==> src/rtl/seven_seg_scan_ctrl_if.sv <==
// rtl/seven_seg_scan_ctrl_if.sv - value/load/enable inputs and anode/segment outputs of the scan controller
interface seven_seg_scan_ctrl_if #(
  parameter int NUM_DIGITS = 4
);
  logic                    enable;
  logic                    load;
  logic [4*NUM_DIGITS-1:0] value;
  logic [NUM_DIGITS-1:0]   digit_sel;
  logic [6:0]              seg;
  logic                    frame_done;

  modport master (
    output enable, load, value,
    input  digit_sel, seg, frame_done
  );

  modport slave (
    input  enable, load, value,
    output digit_sel, seg, frame_done
  );
endinterface

==> src/rtl/seven_seg_scan_ctrl.sv <==
// rtl/seven_seg_scan_ctrl.sv - multiplexed common-anode seven-segment scan controller
// BCD to segment decoder; bit6=a .. bit0=g, non-BCD nibbles are dark.
module seven_seg_display (
  input  logic [3:0] bcd,
  output logic [6:0] seg
);
  always_comb begin
    case (bcd)
      4'd0:    seg = 7'b1111110;
      4'd1:    seg = 7'b0110000;
      4'd2:    seg = 7'b1101101;
      4'd3:    seg = 7'b1111001;
      4'd4:    seg = 7'b0110011;
      4'd5:    seg = 7'b1011011;
      4'd6:    seg = 7'b1011111;
      4'd7:    seg = 7'b1110000;
      4'd8:    seg = 7'b1111111;
      4'd9:    seg = 7'b1111011;
      default: seg = 7'b0000000;
    endcase
  end
endmodule

module seven_seg_scan_ctrl #(
  parameter int NUM_DIGITS  = 4,
  parameter int REFRESH_DIV = 50000,
  parameter int GAP_CYC     = 8,
  parameter int BLANK_LZ    = 1
) (
  input logic                clk,
  input logic                rst,
  seven_seg_scan_ctrl_if.slave bus
);
  localparam int IDX_W = $clog2(NUM_DIGITS);
  localparam int CNT_W = $clog2(REFRESH_DIV);
  localparam logic [IDX_W-1:0] LAST_IDX = IDX_W'(NUM_DIGITS - 1);
  localparam logic [CNT_W-1:0] LAST_CNT = CNT_W'(REFRESH_DIV - 1);
  localparam logic [CNT_W-1:0] GAP_END  = CNT_W'(GAP_CYC - 1);

  typedef enum logic [1:0] {IDLE, GAP, SHOW} state_t;

  state_t                  state_q, state_d;
  logic [IDX_W-1:0]        idx_q, idx_d;
  logic [CNT_W-1:0]        div_cnt_q, div_cnt_d;
  logic                    pending_q, pending_d;
  logic [4*NUM_DIGITS-1:0] active_q, active_d;
  logic [4*NUM_DIGITS-1:0] shadow_q, shadow_d;
  logic [NUM_DIGITS-1:0]   digit_sel_q, digit_sel_d;
  logic [6:0]              seg_q, seg_d;
  logic                    frame_done_q, frame_done_d;
  logic                    frame_tick;
  logic [3:0]              cur_nib;
  logic [6:0]              dec_seg;
  logic                    lz_blank;

  seven_seg_display u_dec (
    .bcd (cur_nib),
    .seg (dec_seg)
  );

  always_comb begin
    state_d    = state_q;
    idx_d      = idx_q;
    div_cnt_d  = div_cnt_q;
    pending_d  = pending_q;
    active_d   = active_q;
    shadow_d   = shadow_q;
    frame_tick = 1'b0;
    if (state_q == IDLE) begin
      if (bus.load) begin
        active_d  = bus.value;
        idx_d     = '0;
        div_cnt_d = '0;
        state_d   = GAP;
      end
    end else begin
      if (bus.enable) begin
        if (div_cnt_q == LAST_CNT) begin
          div_cnt_d = '0;
          state_d   = GAP;
          idx_d     = (idx_q == LAST_IDX) ? '0 : idx_q + 1'b1;
          if (idx_q == LAST_IDX) begin
            frame_tick = 1'b1;
            if (pending_q) begin
              active_d  = shadow_q;
              pending_d = 1'b0;
            end
          end
        end else begin
          div_cnt_d = div_cnt_q + 1'b1;
          if (div_cnt_q == GAP_END) state_d = SHOW;
        end
      end
      // A load landing on the frame boundary bypasses the shadow entirely.
      if (bus.load && frame_tick) begin
        active_d  = bus.value;
        pending_d = 1'b0;
      end else if (bus.load) begin
        shadow_d  = bus.value;
        pending_d = 1'b1;
      end
    end
  end

  // Outputs are derived from next-state values so the registers line up with the state.
  always_comb begin
    cur_nib  = active_d[4*int'(idx_d) +: 4];
    lz_blank = 1'b0;
    if (BLANK_LZ != 0 && idx_d != '0) begin
      lz_blank = 1'b1;
      for (int j = 0; j < NUM_DIGITS; j++) begin
        if (j >= int'(idx_d) && active_d[4*j +: 4] != 4'd0) lz_blank = 1'b0;
      end
    end
    digit_sel_d = '1;
    seg_d       = '0;
    if (bus.enable && state_d == SHOW) begin
      digit_sel_d[idx_d] = 1'b0;
      if (!lz_blank) seg_d = dec_seg;
    end
    frame_done_d = bus.enable && state_d == SHOW && div_cnt_d == LAST_CNT && idx_d == LAST_IDX;
  end

  always_ff @(posedge clk) begin
    if (rst) begin
      state_q      <= IDLE;
      idx_q        <= '0;
      div_cnt_q    <= '0;
      pending_q    <= 1'b0;
      active_q     <= '0;
      shadow_q     <= '0;
      digit_sel_q  <= '1;
      seg_q        <= '0;
      frame_done_q <= 1'b0;
    end else begin
      state_q      <= state_d;
      idx_q        <= idx_d;
      div_cnt_q    <= div_cnt_d;
      pending_q    <= pending_d;
      active_q     <= active_d;
      shadow_q     <= shadow_d;
      digit_sel_q  <= digit_sel_d;
      seg_q        <= seg_d;
      frame_done_q <= frame_done_d;
    end
  end

  assign bus.digit_sel  = digit_sel_q;
  assign bus.seg        = seg_q;
  assign bus.frame_done = frame_done_q;
endmodule

==> src/flat_wrapper.sv <==
// flat-port wrapper written by rule: the top's interface ports become plain ports
module seven_seg_scan_ctrl_flat 
#(
  parameter int NUM_DIGITS  = 4,
  parameter int REFRESH_DIV = 50000,
  parameter int GAP_CYC     = 8,
  parameter int BLANK_LZ    = 1
)
  (clk, rst, bus_enable, bus_load, bus_value, bus_digit_sel, bus_seg, bus_frame_done);
  seven_seg_scan_ctrl_if #(.NUM_DIGITS(NUM_DIGITS)) bus_i ();
  input logic clk;
  input logic rst;
  input wire logic [$bits(bus_i.enable)-1:0] bus_enable;
  input wire logic [$bits(bus_i.load)-1:0] bus_load;
  input wire logic [$bits(bus_i.value)-1:0] bus_value;
  output wire logic [$bits(bus_i.digit_sel)-1:0] bus_digit_sel;
  output wire logic [$bits(bus_i.seg)-1:0] bus_seg;
  output wire logic [$bits(bus_i.frame_done)-1:0] bus_frame_done;
  assign bus_i.enable = bus_enable;
  assign bus_i.load = bus_load;
  assign bus_i.value = bus_value;
  assign bus_digit_sel = bus_i.digit_sel;
  assign bus_seg = bus_i.seg;
  assign bus_frame_done = bus_i.frame_done;
  seven_seg_scan_ctrl #(.NUM_DIGITS(NUM_DIGITS), .REFRESH_DIV(REFRESH_DIV), .GAP_CYC(GAP_CYC), .BLANK_LZ(BLANK_LZ)) u_core (.clk(clk), .rst(rst), .bus(bus_i));
endmodule
==> config.mk <==
export PLATFORM = sky130hd
export DESIGN_NAME = seven_seg_scan_ctrl_flat
export DESIGN_NICKNAME = d
export VERILOG_FILES = /design/src/rtl/seven_seg_scan_ctrl_if.sv /design/src/rtl/seven_seg_scan_ctrl.sv /design/src/flat_wrapper.sv
export SDC_FILE = /design/constraint.sdc
export NUM_CORES = 1
export LEC_CHECK = 0
export BUFFER_PORTS_ARGS = -buffer_cell sky130_fd_sc_hd__clkbuf_2
export CAP_MARGIN = 20
export CORE_ASPECT_RATIO = 1.4
export CORE_MARGIN = 2
export CORE_UTILIZATION = 47
export CTS_CLUSTER_SIZE = 25
export DETAILED_ROUTE_END_ITERATION = 6
export PLACE_DENSITY = 0.65
export SETUP_SLACK_MARGIN = 0.15
export SKIP_CTS_REPAIR_TIMING = 1
export SLEW_MARGIN = 30
export SYNTH_ARGS = -nofsm -noshare
export SYNTH_HDL_FRONTEND = slang
export SYNTH_SLANG_ARGS = --single-unit
==> constraint.sdc <==
create_clock -name clk -period 8.5 [get_ports clk]
set_clock_uncertainty 0.05 [all_clocks]
set_input_delay 0.85 -clock clk [delete_from_list [all_inputs] [get_ports clk]]
set_output_delay 0.85 -clock clk [all_outputs]
set_load 0.02 [all_outputs]
==> key figures, run 1 <==
STA
  • Shortest period the worst path allows: approximately 4100 ps
  • Final setup fails: 0
  • RSZ-0062 raised after global routing: false
  • TNS Setup: 0 ps
  • Slew margin rel.: around two fifths
  • Worst-Margin Slew: 925 ps
  • Period utilisation layout: 48.4%
  • Max Freq: 243 MHz
  • Fin. Hold Viols: 0
  • Pins Over Slew Limit: 0

GRT
  • Grt ovf: 0
  • First-pass GRT wire length: about 16000 µm
  • Number of antenna violations at the first check in global routing: 0
  • Vias in the first global route: between 3000 and 4000
  • Largest net degree at the start of global routing: 54
  • Total track usage: a little under a quarter

Clocking
  • Clock latency at the later pin of the worst-skew pair: between 300 and 400 ps
  • TritonCTS Sinks: 65
  • CTS tree: built
  • Clock transition at path regs: ~80 ps
  • Root Driver: clkbuf_8
  • H-tree Lvls: 3
  • Max clock buf depth: 2
  • CTS buffer count: 9

Power
  • Clk network pwr share: between 40% and 50%
  • Comb pwr share: about an eighth
  • Pint: ~570 µW
  • Pwr Total: 760 µW
  • Largest vdd supply drop: about 0.00011 V
  • Pwr dens: between 150 and 200 mW/mm²
  • Switching Share: 24.6%
  • Leakage power: about 0.0016 µW
  • Sw Pwr: between 150 and 200 µW
  • Sequential share of power: 42.1%

Place
  • Final weighted congestion in routability-driven placement: about 0.9
  • Port Buf Inserts: 31
  • Placed inst area: a little under 0.004 mm²
  • # placed instances: roughly 550
  • Final HPWL DP: 6590 µm

Yosys
  • #FFs+latches synth: 65
  • Synth Net Count: about 480
  • Library cells used by synthesis: 72
  • Synth Cell Area: 0.00368 mm²
  • Yosys warnings: 0
  • Synthesized area per cell: around 8.2 µm²
  • FFs w/ async S/R, synth: 0%
  • Synthesized instance count: 448
  • Number of synthesized flops with an enable pin: 0
  • Prevailing post-synth register cell: dfxtp_1
  • Sequential cell area fraction in the yosys report: approximately a third

Critical path
  • Crit-path max FO: 33
  • CP Data Arrival Time: 4330 ps
  • Startpoint Class: primary input
  • Setup CP Type: in2reg
  • Worst setup startpoint: bus_load
  • Crit end category: register
  • Worst r2r src: u_core.div_cnt_q[0]$_SDFF_PP0_
  • Worst Reg-to-Reg Cells: 14
  • CP required: about 8700 ps

Die
  • Chip height: ~110 µm
  • Die Wd: 78.8 µm
  • Die Area: between 0.008 and 0.009 mm²
  • I/O pins: 32
  • Core area: approximately 0.0077 mm²
  • Initial Util: 47.8%
  • Row count: 38

Drt
  • Number of remaining DRC errors: 0
  • Routed vias: around 3400
  • Initial DRC count: ~210
  • Drt wl/cell: between 15 and 20 µm
  • Final antenna-violating net count: 0
  • DRT Pass-1 Iters: 5
  • Total Routed Length: around 9300 µm
  • Via/cell ratio: approximately 6.0

Layout
  • Layout Area Growth over Synthesis: 12.2%
  • Share of cells above drive strength 1: approximately 15%
  • Non-Filler Instances: roughly 570
  • # diodes: 0
  • Fillers: approximately 740
  • Nets: 494
  • Design area: between 0.004 and 0.005 mm²

Worst hold path
  • Hold crit path type: reg2reg
  • Hold depth: 2
  • Hold Path Origin: u_core.shadow_q[0]$_SDFFE_PP0P_

Job
  • Max-cap viol count: 0

Status
  • Status: finished, final reports clean
-- worst paths after layout --
path	endpoint	slack [ps]
setup / recovery	u_core.bus.seg[1]$_SDFF_PP0_	4380
setup reg to reg	u_core.bus.seg[3]$_SDFF_PP0_	4450
hold reg to reg	u_core.shadow_q[0]$_SDFFE_PP0P_	410
hold / removal	u_core.shadow_q[0]$_SDFFE_PP0P_	410
-- worst max-delay path: stages --
cell and delay [ps]:
clkbuf_2 520, inv_1 440, nand2_1 390, o21ai_2 150, a32oi_1 350, buf_2 280, mux2_2 350, mux2i_1 280
inv_1 160, ha_1 240, nand2_1 60, a21oi_1 70, o21a_1 190
-- metal layers --
layer  share of wire (%)  track usage, %  vias to the layer above
li1                    -               -                     1673
met1                  41            27.2                     1628
met2                  51            39.9                       97
met3                 4.3            5.38                       26
met4                 3.7            11.7                        0
met5                   0               0                        -
-- kinds of logic after synthesis --
kind of cell,Yosys count,share of synthesized area [%]
simple gates,196,27.5
compound gates,110,21.6
flops,65,35.3
buf+inv,37,4.31
mux,26,7.13
fa+ha+maj,8,2.72
xor+xnor,6,1.43
-- flip-flops by register name, summed over array words and instances (netlist names) --
name / cells
u_core.bus.seg: 7
u_core.pending_q: 1
u_core.div_cnt_q: 16
u_core.bus.frame_done: 1
u_core.idx_q: 2
u_core.bus.digit_sel: 4
u_core.shadow_q: 16
u_core.active_q: 16
u_core.state_q: 2
-- layout make-up --
type	count	area [µm²]	area share (%)
Tap cell	100	125	3.03
Clock inverter	5	128	3.09
Multi-Input combinational cell	346	2230	54.0
Sequential cell	65	1300	31.5
Timing Repair Buffer	35	183	4.42
Inverter	9	33.8	0.818
Clock buffer	11	131	3.18
-- cells in the mapped netlist (3+ instances only) --
library cell	count	area, µm²
a211oi_1	6	45.0
a211oi_2	3	37.5
a21boi_1	6	45.0
a21oi_1	19	95.1
a221oi_1	3	26.3
a22oi_1	6	45.0
a31oi_1	6	37.5
and2_1	5	31.3
and3_1	6	37.5
buf_2	4	20.0
clkbuf_1	21	78.8
dfxtp_1	65	1300
ha_1	8	100
inv_1	9	33.8
mux2i_1	24	240
nand2_1	38	143
nand2b_1	7	43.8
nand3_1	24	120
nand3b_1	3	22.5
nand4_1	6	37.5
nor2_1	60	225
nor2b_1	4	25.0
nor3_1	14	70.1
nor4_1	4	25.0
o21a_1	5	37.5
o21ai_0	20	100
o21ai_1	3	15.0
o31a_1	3	26.3
or3_1	4	25.0
xor2_1	4	35.0
-- power groups by stage --
| stage | logic, µW | clock network, µW | registers, µW |
|---|---|---|---|
| after floorplan | 68.2 | 0 | 325 |
| after global placement | 88.8 | 0 | 326 |
| after detailed placement | 89.8 | 0 | 327 |
| after CTS | 90.4 | 354 | 320 |
| after global routing | 102 | 369 | 321 |
| final | 90.7 | 349 | 320 |
-- cell usage in the layout, fill, tap and decap left out, drive strengths merged, types with 3 or more instances in the layout --
master and count:
o31ai 3, nand2b 7, nor2b 4, nand2 38, nand4 6, nor3 16
a22oi 6, and3 6, o21a 5, dfxtp 65, buf 4, nand3b 3
a32oi 3, and2 5, xor2 4, nor4 7, a211oi 9, ha 8
a221oi 3, nor2 60, inv 9, a31oi 6, o31a 3, mux2i 24
or2 3, a21boi 7, nand3 24, clkbuf 42, bufinv 4, a21oi 20
or3 4, o21ai 25
-- stage by stage --
stage                     util, %  setup WS [ps]  hold WS, ps
after floorplan                 -           5060          383
after global placement       50.1           3920          397
after detailed placement     50.1           3820          402
after CTS                    53.5           4180          412
after global routing         53.6           3970          441
final                        53.6           4380          411
(Power assumes the default switching activity.)
==> run 2: changes to the inputs <==
==> constraint.sdc (replaced) <==
create_clock -name clk -period 4 [get_ports clk]
set_clock_uncertainty 0.05 [all_clocks]
set_input_delay 0.4 -clock clk [delete_from_list [all_inputs] [get_ports clk]]
set_output_delay 0.4 -clock clk [all_outputs]
set_load 0.02 [all_outputs]
==> run 2 against run 1 <==
Effect of this change:
- core utilization rose by 0.71 points
- critical path depth fell by 1
- via count fell by 1.6%
- routed wire length rose by 1.1%
- non-clock buffer count rose by 13
- flip-flop and latch count did not move
- clock power rose by 48%
- setup slack got worse by 4000 ps
- register-to-register slack got worse by 4100 ps
- sequential share of layout area fell by 0.41 points
- final cell count rose by 2.3%
- sequential power rose by 110%
==> key figures, run 2 (same netlist as run 1, synthesis figures left out) <==
Status
  • Status: finished, final reports clean (unchanged)

STA
  • Post-route setup slack: 354 ps (was 4380 ps)
  • Pins Over Slew Limit: 0 (unchanged)
  • Shortest period the worst path allows: approximately 3600 ps
  • Min Hold Slack: 187 ps (was 411 ps)
  • Max Freq: about 270 MHz
  • Worst-Margin Slew: 661 ps (was 925 ps)
  • RSZ-0062 raised after global routing: false (unchanged)
  • Fin. Hold Viols: 0 (unchanged)
  • Slew margin rel.: 55.6% (was 38.1%)
  • TNS Setup: 0 ps (unchanged)
  • Final setup fails: 0 (unchanged)
  • Period utilisation layout: roughly 90%

Drt
  • Total Routed Length: 9430 µm (was 9330 µm)
  • Number of remaining DRC errors: 0 (unchanged)
  • Final antenna-violating net count: 0 (unchanged)
  • Initial DRC count: 238 (was 206)
  • Routed vias: 3370 (was 3424)
  • Via/cell ratio: 5.77 (was 6.00)
  • Drt wl/cell: 16.1 µm (was 16.3 µm)
  • DRT Pass-1 Iters: 4 (was 5)

Clocking
  • Clock transition at path regs: 70 ps (was 80 ps)
  • Max clock buf depth: 2 (unchanged)
  • CTS buffer count: 9 (unchanged)
  • CTS tree: built (unchanged)
  • Root Driver: clkbuf_8 (unchanged)
  • H-tree Lvls: 3 (unchanged)
  • TritonCTS Sinks: 65 (unchanged)
  • Clock latency at the later pin of the worst-skew pair: 360 ps (about the same)

Worst hold path
  • Hold crit path type: in2reg (was reg2reg)
  • WHS Endpoint: u_core.state_q[1]$_SDFF_PP0_ (was u_core.shadow_q[0]$_SDFFE_PP0P_)
  • Hold Path Origin: rst (was u_core.shadow_q[0]$_SDFFE_PP0P_)
  • Hold depth: 2 (unchanged)

Die
  • Chip height: 109 µm (unchanged)
  • Die Wd: 78.8 µm (unchanged)
  • I/O pins: 32 (unchanged)
  • Core area: 0.00770 mm² (unchanged)
  • Row count: 38 (unchanged)
  • Initial Util: 47.8% (unchanged)
  • Die Area: 0.00857 mm² (unchanged)

Power
  • Largest vdd supply drop: 0.000189 V (was 0.000107 V)
  • Leakage power: 0.00165 µW (was 0.00161 µW)
  • Pwr Total: 1400 µW (was 760 µW)
  • Pwr dens: 334 mW/mm² (was 184 mW/mm²)

GRT
  • First-pass GRT wire length: 15300 µm (was 15500 µm)
  • Vias in the first global route: 3231 (was 3227)
  • Grt ovf: 0 (unchanged)
  • Largest net degree at the start of global routing: 53 (was 54)
  • Number of antenna violations at the first check in global routing: 0 (unchanged)
  • Total track usage: 23.1% (was 23.3%)

Critical path
  • Setup CP Type: reg2reg (was in2reg)
  • Crit end category: register (unchanged)
  • Bufs and invs on worst path: 1 (was 4)
  • Startpoint Class: register (was primary input)
  • R2R setup slack: 350 ps (was 4450 ps)
  • Crit-path max FO: 11 (was 33)
  • CP Data Arrival Time: 3840 ps (was 4330 ps)
  • CP required: 4200 ps (was 8710 ps)
  • RR Endpoint: u_core.bus.seg[0]$_SDFF_PP0_ (was u_core.bus.seg[3]$_SDFF_PP0_)
  • Worst Reg-to-Reg Cells: 12 (was 14)
  • Largest stage delay, worst path: 510 ps (was 520 ps)
  • Delay-heaviest family, CP: simple AND/OR/NAND/NOR gates (was buffers and inverters)
  • Cell chain of the critical path: ha_2, or4b_1, nor4_4, o21ai_2, a32o_2, nor3_1, a211oi_1, or2_1, inv_1, ha_1, and3b_1, o21a_1 (was clkbuf_2, inv_1, nand2_1, o21ai_2, a32oi_1, buf_2, mux2_2, mux2i_1, inv_1, ha_1, nand2_1, a21oi_1, o21a_1)
  • CP max stage cell: or4b_1 (was clkbuf_2)
  • Worst r2r src: u_core.div_cnt_q[0]$_SDFF_PP0_ (unchanged)

Layout
  • Fillers: 763 (was 739)
  • Nets: 507 (was 494)
  • Commonest non-fill, non-tap cells in the layout: dfxtp_1, nor2_1, nand2_1 (unchanged)
  • Register area: 0.00130 mm² (unchanged)
  • Share of cells above drive strength 1: 18.6% (was 15.1%)
  • Top flop regs: u_core.active_q: 16 flops, u_core.div_cnt_q: 16 flops, u_core.shadow_q: 16 flops (unchanged)
  • Area of the multi-input gates: 0.00226 mm² (was 0.00223 mm²)
  • Layout Area Growth over Synthesis: 13.7% (was 12.2%)
  • Leading cell type in the layout, fill and taps excluded: dfxtp_1 (unchanged)
  • # diodes: 0 (unchanged)

Place
  • Final HPWL DP: 6760 µm (was 6590 µm)
  • Port Buf Inserts: 31 (unchanged)
  • Setup slack at placement: 244 ps (was 3820 ps)
  • Final weighted congestion in routability-driven placement: 0.937 (was 0.899)

Job
  • Max-cap viol count: 0 (unchanged)
-- run 2: cell types whose count changed in the layout (fill, tap and decap cells not counted), moves of 2 or more --
cell / previous run / this run
clkbuf_8: 9 / 11
buf_4: 3 / 17
bufinv_16: 4 / 0
clkinv_2: 0 / 3
clkbuf_1: 2 / 0
-- run 2: final cells by class --
| class | instances | area share [%] |
|---|---|---|
| Sequential cell | 65 | 31.1 |
| Clock inverter | 5 | 0.717 |
| Inverter | 9 | 0.807 |
| Clock buffer | 11 | 3.62 |
| Tap cell | 100 | 2.99 |
| Multi-Input combinational cell | 346 | 54.0 |
| Timing Repair Buffer | 48 | 6.75 |
-- run 2: worst max path at each step --
stage               cells past startpoint                      startpoint                      endpoint
detailed placement                     12  u_core.div_cnt_q[0]$_SDFF_PP0_  u_core.bus.seg[0]$_SDFF_PP0_
global route                           12  u_core.div_cnt_q[0]$_SDFF_PP0_  u_core.bus.seg[0]$_SDFF_PP0_
CTS                                    12  u_core.div_cnt_q[0]$_SDFF_PP0_  u_core.bus.seg[0]$_SDFF_PP0_
global placement                       12  u_core.div_cnt_q[0]$_SDFF_PP0_  u_core.bus.seg[1]$_SDFF_PP0_
floorplan                              13  u_core.div_cnt_q[0]$_SDFF_PP0_  u_core.bus.seg[1]$_SDFF_PP0_
finish                                 12  u_core.div_cnt_q[0]$_SDFF_PP0_  u_core.bus.seg[0]$_SDFF_PP0_
-- run 2: routing by layer --
layer  GRT usage [%]  routed length, µm  up-vias
met3            5.71                430       10
met5               0                  0        -
met1            25.6               3880     1584
met4            8.74                158        0
li1                -                  -     1701
met2            42.4               4960       75
-- run 2: report_power, final --
part           internal [µW]  total (µW)  switching, µW
clock                    255         516            261
sequential               668         680           12.0
combinational           78.7         202            123
-- run 2: per-stage QoR --
stage	cells	instance area (µm²)	util, %
floorplan	448	3680	-
global placement	567	3960	51.4
detailed placement	567	3960	51.4
CTS	583	4140	53.8
global route	584	4190	54.4
finish	584	4190	54.4
==> run 3: changes to the inputs <==
==> constraint.sdc (replaced) <==
create_clock -name clk -period 3.5 [get_ports clk]
set_clock_uncertainty 0.05 [all_clocks]
set_input_delay 0.35 -clock clk [delete_from_list [all_inputs] [get_ports clk]]
set_output_delay 0.35 -clock clk [all_outputs]
set_load 0.02 [all_outputs]
==> run 3 against run 2 <==
Effect of this change:
- via count grew 3.8%
- core utilization increased by 3.0 points
- register-to-register slack got worse by 100 ps
- setup slack got worse by 100 ps
- non-clock buffer count is 15 higher
==> key figures, run 3 (same netlist as run 1, synthesis figures left out) <==
Layout
  • Fillers: 732 (was 763)
  • Finished Core Util: 57.3% (was 54.4%)
  • # diodes: 0 (unchanged)
  • Nets: 522 (was 507)
  • Layout Area Growth over Synthesis: 19.8% (was 13.7%)
  • Top flop regs: u_core.active_q: 16 flops, u_core.div_cnt_q: 16 flops, u_core.shadow_q: 16 flops (unchanged)
  • Commonest non-fill, non-tap cells in the layout: dfxtp_1, nor2_1, nand2_1 (unchanged)
  • Leading cell type in the layout, fill and taps excluded: dfxtp_1 (unchanged)
  • Share of cells above drive strength 1: 23.6% (was 18.6%)

Place
  • Final weighted congestion in routability-driven placement: 0.945 (was 0.937)
  • Final HPWL DP: 7190 µm (was 6760 µm)
  • Port Buf Inserts: 31 (unchanged)

Die
  • I/O pins: 32 (unchanged)
  • Die Area: 0.00857 mm² (unchanged)
  • Row count: 38 (unchanged)
  • Chip height: 109 µm (unchanged)
  • Die Wd: 78.8 µm (unchanged)
  • Core area: 0.00770 mm² (unchanged)
  • Initial Util: 47.8% (unchanged)

Drt
  • Drt wl/cell: 17.1 µm (was 16.1 µm)
  • Final antenna-violating net count: 0 (unchanged)
  • Total Routed Length: 10200 µm (was 9430 µm)
  • Number of remaining DRC errors: 0 (unchanged)
  • DRT Pass-1 Iters: 5 (was 4)
  • Routed vias: 3499 (was 3370)
  • Initial DRC count: 218 (was 238)
  • Via/cell ratio: 5.84 (was 5.77)

STA
  • RSZ-0062 raised after global routing: false (unchanged)
  • TNS Setup: 0 ps (unchanged)
  • Slew margin rel.: 49.6% (was 55.6%)
  • Period utilisation layout: 92.8% (was 91.1%)
  • Shortest period the worst path allows: 3250 ps (was 3650 ps)
  • Fin. Hold Viols: 0 (unchanged)
  • Pins Over Slew Limit: 0 (unchanged)
  • Min Hold Slack: 135 ps (was 187 ps)
  • Max Freq: 308 MHz (was 274 MHz)
  • Final setup fails: 0 (unchanged)
  • Worst-Margin Slew: 754 ps (was 661 ps)

Clocking
  • CTS tree: built (unchanged)
  • TritonCTS Sinks: 65 (unchanged)
  • Clock latency at the later pin of the worst-skew pair: 360 ps (about the same)
  • CTS buffer count: 9 (unchanged)
  • Max clock buf depth: 2 (unchanged)
  • H-tree Lvls: 3 (unchanged)
  • Root Driver: clkbuf_8 (unchanged)
  • Clock transition at path regs: 70 ps (about the same)

GRT
  • Total track usage: 24.4% (was 23.1%)
  • Number of antenna violations at the first check in global routing: 0 (unchanged)
  • Grt ovf: 0 (unchanged)
  • Largest net degree at the start of global routing: 53 (unchanged)
  • First-pass GRT wire length: 16200 µm (was 15300 µm)
  • Vias in the first global route: 3448 (was 3231)

Critical path
  • Crit-path max FO: 10 (was 11)
  • Largest stage delay, worst path: 520 ps (was 510 ps)
  • Delay-heaviest family, CP: simple AND/OR/NAND/NOR gates (unchanged)
  • Startpoint Class: register (unchanged)
  • CP required: 3760 ps (was 4200 ps)
  • CP max stage cell: or4_1 (was or4b_1)
  • Bufs and invs on worst path: 0 (was 1)
  • CP Data Arrival Time: 3510 ps (was 3840 ps)
  • Crit end category: register (unchanged)
  • Setup CP Type: reg2reg (unchanged)
  • Cell chain of the critical path: ha_2, or4b_4, nor4_4, o21ai_2, a32o_2, or4_1, o311a_1, o31ai_2, and3b_1, o21a_1 (was ha_2, or4b_1, nor4_4, o21ai_2, a32o_2, nor3_1, a211oi_1, or2_1, inv_1, ha_1, and3b_1, o21a_1)

Power
  • Switching Share: 27.7% (was 28.3%)
  • Pint: 1210 µW (was 1000 µW)
  • Sw Pwr: 463 µW (was 396 µW)
  • Clk network pwr share: 38.5% (was 36.9%)
  • Largest vdd supply drop: 0.000213 V (was 0.000189 V)
  • Leakage power: 0.00174 µW (was 0.00165 µW)
  • Sequential share of power: 46.5% (was 48.6%)
  • Pwr dens: 379 mW/mm² (was 334 mW/mm²)
  • Comb pwr share: 15.0% (was 14.4%)

Worst hold path
  • Hold crit path type: in2reg (unchanged)

Status
  • Status: finished, final reports clean (unchanged)

Job
  • Max-cap viol count: 0 (unchanged)
==> run 3: worst register-to-register path, stage by stage, from the launching register on <==
cell and delay (ps):
dfxtp_1 350, ha_2 250, or4b_4 500, nor4_4 330, o21ai_2 150, a32o_2 340
or4_1 520, o311a_1 140, o31ai_2 170, and3b_1 280, o21a_1 130
==> run 3: path summary, 6_finish.rpt <==
check / start / end / slack (ps) / cells after the start
worst max-delay path: u_core.div_cnt_q[0]$_SDFF_PP0_ / u_core.bus.seg[0]$_SDFF_PP0_ / 250 / 10
worst min-delay path: rst / u_core.state_q[1]$_SDFF_PP0_ / 130 / 2
worst max register to register: u_core.div_cnt_q[0]$_SDFF_PP0_ / u_core.bus.seg[0]$_SDFF_PP0_ / 250 / 10
worst min register to register: u_core.shadow_q[2]$_SDFFE_PP0P_ / u_core.shadow_q[2]$_SDFFE_PP0P_ / 410 / 2
==> run 3: power groups by stage <==
| stage | logic [µW] | clock network, µW | registers, µW |
|---|---|---|---|
| after floorplan | 166 | 0 | 789 |
| after global placement | 230 | 0 | 793 |
| after detailed placement | 233 | 0 | 794 |
| after CTS | 236 | 658 | 777 |
| after global routing | 276 | 691 | 779 |
| final | 250 | 643 | 777 |
==> run 3: layout make-up <==
type,count,area [µm²],area share [%]
repair buffers,63,399,9.04
well taps,100,125,2.83
clock inverters,5,55.1,1.25
multi-input cells,346,2360,53.4
inverters,9,33.8,0.765
flip-flops and latches,65,1300,29.5
clock buffers,11,141,3.20
==> run 3: metrics by stage <==
stage / instance area (µm²) / total power, µW / std cells / worst slack, ps
global placement: 4050 / 1020 / 578 / 213
detailed placement: 4050 / 1030 / 578 / 66.9
global route: 4410 / 1750 / 599 / 107
finish: 4410 / 1670 / 599 / 251
CTS: 4250 / 1670 / 594 / -15.1
floorplan: 3690 / 955 / 448 / 183
==> run 3: metal layers <==
metal,part of all wire (%),GRT usage [%]
met1,40,26.1
met2,53,44.8
met3,3.2,6.13
met4,3.0,11.1
met5,0,0
